**src/rtl/elevator_fsm.sv**
```systemverilog
// Single-car elevator controller: steps the car one floor per FLOOR_CYCLES toward a latched target.
// Optional door dwell after arrival is enabled by defining ELEVATOR_DOOR_DWELL_EN.
module elevator_fsm #(
  parameter int NUM_FLOORS   = 10,
  parameter int FLOOR_CYCLES = 1,
  parameter int DOOR_CYCLES  = 2
) (
  input  logic       clk,
  input  logic       rst,
  input  logic [3:0] request_floor,
  output logic [3:0] current_floor,
  output logic       moving,
  output logic       direction
);

  localparam int STEP_W = (FLOOR_CYCLES > 1) ? $clog2(FLOOR_CYCLES) : 1;
  localparam logic [STEP_W-1:0] STEP_LAST = STEP_W'(FLOOR_CYCLES - 1);

  localparam logic [1:0] S_IDLE = 2'd0;
  localparam logic [1:0] S_MOVE = 2'd1;
`ifdef ELEVATOR_DOOR_DWELL_EN
  localparam logic [1:0] S_DOOR = 2'd2;
  localparam int DOOR_W = (DOOR_CYCLES > 1) ? $clog2(DOOR_CYCLES) : 1;
  localparam logic [DOOR_W-1:0] DOOR_LAST = DOOR_W'(DOOR_CYCLES - 1);
`endif

  if (NUM_FLOORS < 1 || NUM_FLOORS > 16 || FLOOR_CYCLES < 1 || DOOR_CYCLES < 1) begin : g_bad_param
    $error("elevator_fsm: illegal parameter value");
  end

  logic [1:0]        state_q, state_d;
  logic [3:0]        floor_q, floor_d;
  logic [3:0]        target_q, target_d;
  logic              moving_q, moving_d;
  logic              dir_q, dir_d;
  logic [STEP_W-1:0] step_q, step_d;
`ifdef ELEVATOR_DOOR_DWELL_EN
  logic [DOOR_W-1:0] door_q, door_d;
`endif

  logic       req_valid;
  logic [3:0] next_floor;

  // Range check done one bit wider so NUM_FLOORS = 16 compares correctly.
  assign req_valid  = ({1'b0, request_floor} < 5'(NUM_FLOORS)) && (request_floor != floor_q);
  assign next_floor = dir_q ? (floor_q + 4'd1) : (floor_q - 4'd1);

  always_comb begin
    state_d  = state_q;
    floor_d  = floor_q;
    target_d = target_q;
    moving_d = moving_q;
    dir_d    = dir_q;
    step_d   = step_q;
`ifdef ELEVATOR_DOOR_DWELL_EN
    door_d   = door_q;
`endif
    case (state_q)
      S_IDLE: begin
        if (req_valid) begin
          target_d = request_floor;
          moving_d = 1'b1;
          dir_d    = (request_floor > floor_q);
          step_d   = '0;
          state_d  = S_MOVE;
        end
      end
      S_MOVE: begin
        if (step_q == STEP_LAST) begin
          step_d  = '0;
          floor_d = next_floor;
          if (next_floor == target_q) begin
            moving_d = 1'b0;
`ifdef ELEVATOR_DOOR_DWELL_EN
            door_d  = '0;
            state_d = S_DOOR;
`else
            state_d = S_IDLE;
`endif
          end
        end else begin
          step_d = step_q + 1'b1;
        end
      end
`ifdef ELEVATOR_DOOR_DWELL_EN
      S_DOOR: begin
        if (door_q == DOOR_LAST) begin
          state_d = S_IDLE;
        end else begin
          door_d = door_q + 1'b1;
        end
      end
`endif
      default: state_d = S_IDLE;
    endcase
  end

  always_ff @(posedge clk) begin
    if (rst) begin
      state_q  <= S_IDLE;
      floor_q  <= '0;
      target_q <= '0;
      moving_q <= 1'b0;
      dir_q    <= 1'b0;
      step_q   <= '0;
`ifdef ELEVATOR_DOOR_DWELL_EN
      door_q   <= '0;
`endif
    end else begin
      state_q  <= state_d;
      floor_q  <= floor_d;
      target_q <= target_d;
      moving_q <= moving_d;
      dir_q    <= dir_d;
      step_q   <= step_d;
`ifdef ELEVATOR_DOOR_DWELL_EN
      door_q   <= door_d;
`endif
    end
  end

  assign current_floor = floor_q;
  assign moving        = moving_q;
  assign direction     = dir_q;

endmodule

```
**config.mk**
```make
export PLATFORM = sky130hd
export DESIGN_NAME = elevator_fsm
export DESIGN_NICKNAME = d
export VERILOG_FILES = /design/src/rtl/elevator_fsm.sv
export SDC_FILE = /design/constraint.sdc
export NUM_CORES = 1
export LEC_CHECK = 0
export ABC_AREA = 0
export CAP_MARGIN = 10
export CORE_AREA = 5 5 42 44
export DETAILED_ROUTE_END_ITERATION = 12
export DIE_AREA = 0 0 47 49
export PLACE_DENSITY = 0.85
export SKIP_CTS_REPAIR_TIMING = 1
export SKIP_LAST_GASP = 1
export SLEW_MARGIN = 20
export SYNTH_ARGS = -nofsm -noshare
export SYNTH_HDL_FRONTEND = slang
export SYNTH_SLANG_ARGS = --single-unit
```
**constraint.sdc**
```tcl
create_clock -name clk -period 4 [get_ports clk]
set_input_delay 0.6 -clock clk [delete_from_list [all_inputs] [get_ports clk]]
set_output_delay 0.6 -clock clk [all_outputs]
set_load 0.05 [all_outputs]
```
### After elaboration in Yosys (flattened, before gate mapping)

Cells that the tools add are included.

| storage, ports and cells | value |
|---|---|
| register bits after elaboration | 13 |
| bits of input ports | 6 |
| output and inout port bits | 6 |
| logic and storage cells | 38 |

| operators by class | value |
|---|---|
| $add $sub $neg | 3 |
| $lt $le $gt $ge | 2 |
| eq/ne operators | 6 |
| mux-type cells | 12 |
| bitwise logic cells | 1 |
| reduce and logical (&&, ||, !) cells | 8 |

Operators by type and width:

| operator | count |
|---|---|
| $mux W2 | 3 |
| $ne A2 B2 Y1 const B | 3 |
| $reduce_and A2 Y1 | 3 |
| $mux W1 | 5 |
| $add A4 B1 Y4 const B | 1 |
| $eq A4 B4 Y1 | 1 |
| $gt A4 B4 Y1 | 1 |
| $lt A4 B4 Y1 const B | 1 |
| $mux W4 | 1 |
| $ne A4 B4 Y1 | 1 |
| $pmux W1 S2 | 2 |
| $pmux W2 S2 | 1 |
| $reduce_and A4 Y1 | 1 |
| $sub A4 B1 Y4 const B | 1 |
| $reduce_and A3 Y1 | 1 |
| $eq A2 B1 Y1 const B | 1 |
| $logic_not A2 Y1 | 1 |
| $reduce_bool A2 Y1 | 1 |
| $add A1 B1 Y1 const B | 1 |
| $logic_and A1 B1 Y1 | 1 |
| $not A1 Y1 | 1 |

### Longest topological paths before layout

| logic depth | value |
|---|---|
| depth in word-level cells | 6 |
| depth in mapped cells | 7 |
| mapped depth without buffers | 6 |

### Worst setup path before layout

Ideal clock, no wire load.

| path | value |
|---|---|
| path type | register to register |
| start point | register dir_q (netlist: direction) |
| end point | register floor_q[3] (netlist: current_floor[3]) |
| setup time | 0.121 ns |
| arrival time | 1.955 ns |
| data required time | 3.879 ns |
| setup slack | 1.924 ns |
| stages on the path, launching flop included | 7 |
| buffers on the path | 0 |
| clock period less this slack | 2.076 ns |
| cells stage by stage | dfxtp_1 inv_1 ha_1 nand3_1 and3_1 o21ai_1 mux2_2 |

| on the way | value |
|---|---|
| cells in the longest elaborated chain, start to end | 1 |

Ends and longest elaborated chain:

| element | RTL line | text |
|---|---|---|
| start: declaration | 35 | `logic dir_q, dir_d;` |
| start signal: assignment | 114 | `dir_q <= dir_d;` |
| $mux W4 | 46 | `assign next_floor = dir_q ? (floor_q + 4'd1) : (floor_q - 4'd1);` |
| end signal: assignment | 111 | `floor_q <= floor_d;` |
| end: declaration | 32 | `logic [3:0] floor_q, floor_d;` |

No other way between the ends.
A chain may end at the register's enable or synchronous reset.

### Final worst setup path

| path | value |
|---|---|
| start point | register moving_q (netlist: moving) |
| end point | output port moving |

RTL lines:

| element | RTL line | text |
|---|---|---|
| start: declaration | 34 | `logic moving_q, moving_d;` |
| start signal: assignment | 113 | `moving_q <= moving_d;` |
| end: declaration | 12 | `output logic moving,` |

No word-level cell between the ends.

==> metrics.md <==
| Metric | Value |
|---|---|
| Outcome | finished clean |
| Final ANT Viol Nets | 0 |
| Area Overhead vs Synth | 22.3% |
| Non-Filler Instances | 96 |
| Vias in the first global route | 510 |
| CTS clk-pin slew, worst paths | 0.07 ns |
| Largest area contributor in the netlist | dfxtp_1 |
| Htree depth | 1 |
| P_leak | 0.310 nW |
| Final Max Tran Viols | 0 |
| Total grt overflow | 0 |
| FP Rows | 14 |
| Crit-path max FO | 8 |
| Post-DP HPWL | about 990 µm |
| Hold Path Sink | target_q[3]$_SDFFE_PP0P_ |
| Max cap viols | 0 |
| Mean Syn Cell Area | 9.24 µm² |
| Post-synthesis mux area share | 9.76% |
| Reg2reg setup slack | 2.09 ns |
| Syn nets | 81 |
| Total wire length | approximately 1300 µm |
| Final hold violation count | 0 |
| Die Area | 2300 µm² |
| Post-synthesis xor/xnor area fraction | 11.2% |
| RSZ-0062 raised after global routing | false |
| Initial DRT Pass Iterations | 4 |
| Simple-gate share of the synthesized area | 14.7% |
| Critical-path cell list | clkdlybuf4s50_1 |
| Final Critical Period | 2.24 ns |
| Compound-Gate Fraction of Synth Area | 8.96% |
| Post-Synthesis Cells | just under 70 |
| Top cells by area, synth | dfxtp_1 32%, ha_1 12%, xnor2_1 9.8% |
| Clock sinks | 10 |
| Final net count | 94 |
| IO Port Bufs | 11 |
| Most frequent cells in the layout | 11 x nor2_1, 11 x clkdlybuf4s50_1, 10 x dfxtp_1 |
| Cell Pwr Density | 653 nW/µm² |
| Initial core utilization | 44.8% |
| FILL cells | 132 |
| CTS root buf | clkbuf_4 |
| Setup TNS | 0 ns |
| CP Data Arrival Time | 1.64 ns |
| Area of the multi-input gates | 375 µm² |
| RR Startpoint | current_floor[0]$_SDFFE_PP0P_ |
| Main combinational cell family by area after synthesis | adder cells |
| Slowest cell on crit path | clkdlybuf4s50_1 |
| CP Capture Type | output port |
| Iter 0 DRT Violations | 13 |
| Clk buf depth | 2 |
| CTS tree | yes |
| CP delay by family, top | buffers and inverters |
| Die Wd | 47 µm |
| Sequential cell area | about 200 µm² |
| Start point of the worst hold path | target_q[3]$_SDFFE_PP0P_ |
| I/O pins | 12 |
| Yosys cell types | 24 |
| CTS Buf Count | 3 |
| First-pass GRT wire length | between 2000 and 2500 µm |
| Peak per-stage delay on the critical path | 0.87 ns |
| Setup Skew | 0.00568 ns |
| Critical path buffers and inverters | 1 |
| Core area | 1400 µm² |
| Fmax | 447 MHz |
| Worst skew pair latency | roughly 0.27 ns |
| Gpl congestion | 0.831 |
| Antenna Cells | 0 |
| Tightest Pin Transition | 0.500 ns |
| Max IR drop VDD | 0.315 mV |
| Layout cells sized above 1 | under 10% |
| Critical R2R Capture | moving$_SDFFE_PP0P_ |
| Setup Viol. Count Final | 0 |
| Total track usage | 12.4% |
| Dpl cells | 92 |
| Startpoint class of the critical path | register |
| Adder-Cell Fraction of Synth Area | around 15% |
| DRC | 0 |
| Vias | 494 |
| Seq/Total Area, Yosys | 31.9% |
| WHS Path Cells | 2 |
| Reg2Reg Depth | 6 |
| Avg WL per Cell | 13.1 µm |
| Final period util | 55.9% |
| Relative slew slack | 66.6% |
| Initial antenna violation count | 0 |
| Top cell type's share of synthesized area | a little under a third |
| Die Ht | 49 µm |
| Vias/cell | 5.15 |
| Mapped cell area | 628 µm² |
| Worst Path Required | ~3.4 ns |
| Pin count of the biggest net entering global routing | 12 |
| YS warnings | 0 |
| Worst min path class | reg -> reg |
| Critical path class | reg -> out |
| FF+latch count, synth | 10 |
-- synthesized netlist by cell type, drive strengths merged --
cell	instances
a211oi	2
a21oi	2
a311oi	1
and2	1
and3	1
and3b	1
buf	2
clkbuf	1
dfxtp	10
fa	1
ha	6
inv	7
mux2	1
mux2i	5
nand3	1
nand4	1
nor2	11
nor2b	1
nor4	1
o21a	1
o21ai	3
xnor2	7
xor2	1
-- report_power, final --
part           total (mW)  switching (mW)  internal (mW)
logic               0.264           0.149          0.114
registers           0.145          0.0256          0.119
clock network      0.0930          0.0377         0.0553
-- metal layers --
metal / part of all wire (%) / global-route usage, %
met1: 42 / 14.7
met2: 53 / 20.8
met3: 4.1 / 3.32
met4: 1.1 / 4.15
met5: 0 / 0
-- logic make-up after synthesis --
group,after synthesis
AOI/OAI and AO/OA,9
xor gates and xnor gates,8
adders and majority gates,7
buffers and inverters,10
DFF,10
muxes,6
and+or+nand+nor,18
-- area by class of cell --
| cell class | count | area share (%) |
|---|---|---|
| clock buffers | 4 | 4.72 |
| well taps | 16 | 2.61 |
| repair buffers | 11 | 14.3 |
| flip-flops and latches | 10 | 26.1 |
| multi-input cells | 48 | 48.9 |
| inverters | 7 | 3.42 |
-- worst reg2reg max path, cell delays in order, from the launching register on --
cell and delay, ns:
dfxtp_1 0.48, inv_1 0.10, fa_1 0.45, xnor2_1 0.25, xor2_1 0.22, nor4_2 0.07, a211oi_1 0.25
-- flip-flops by register name, indices dropped and copies added (netlist names) --
| signal | flops |
|---|---|
| current_floor | 4 |
| target_q | 4 |
| direction | 1 |
| moving | 1 |
-- stage by stage --
stage	hold WS [ns]	area [µm²]	setup slack, ns	power (mW)	util [%]
detailed placement	0.515	732	1.63	0.409	52.2
global placement	0.510	732	1.75	0.399	52.2
finish	0.525	768	1.76	0.502	54.8
floorplan	0.481	628	1.92	0.350	-
global route	0.581	768	1.66	0.534	54.8
CTS	0.532	768	1.76	0.504	54.8
-- how the worst max path moves through the flow --
stage / startpoint / slack, ns / cells after the start / endpoint
CTS: moving$_SDFFE_PP0P_ / 1.76 / 1 / moving
detailed placement: request_floor[0] / 1.63 / 7 / moving$_SDFFE_PP0P_
global route: moving$_SDFFE_PP0P_ / 1.66 / 1 / moving
finish: moving$_SDFFE_PP0P_ / 1.76 / 1 / moving
floorplan: direction$_SDFFE_PP0P_ / 1.92 / 6 / current_floor[3]$_SDFFE_PP0P_
global placement: request_floor[0] / 1.75 / 7 / moving$_SDFFE_PP0P_
Note: power is estimated with default switching activity, not from simulation.
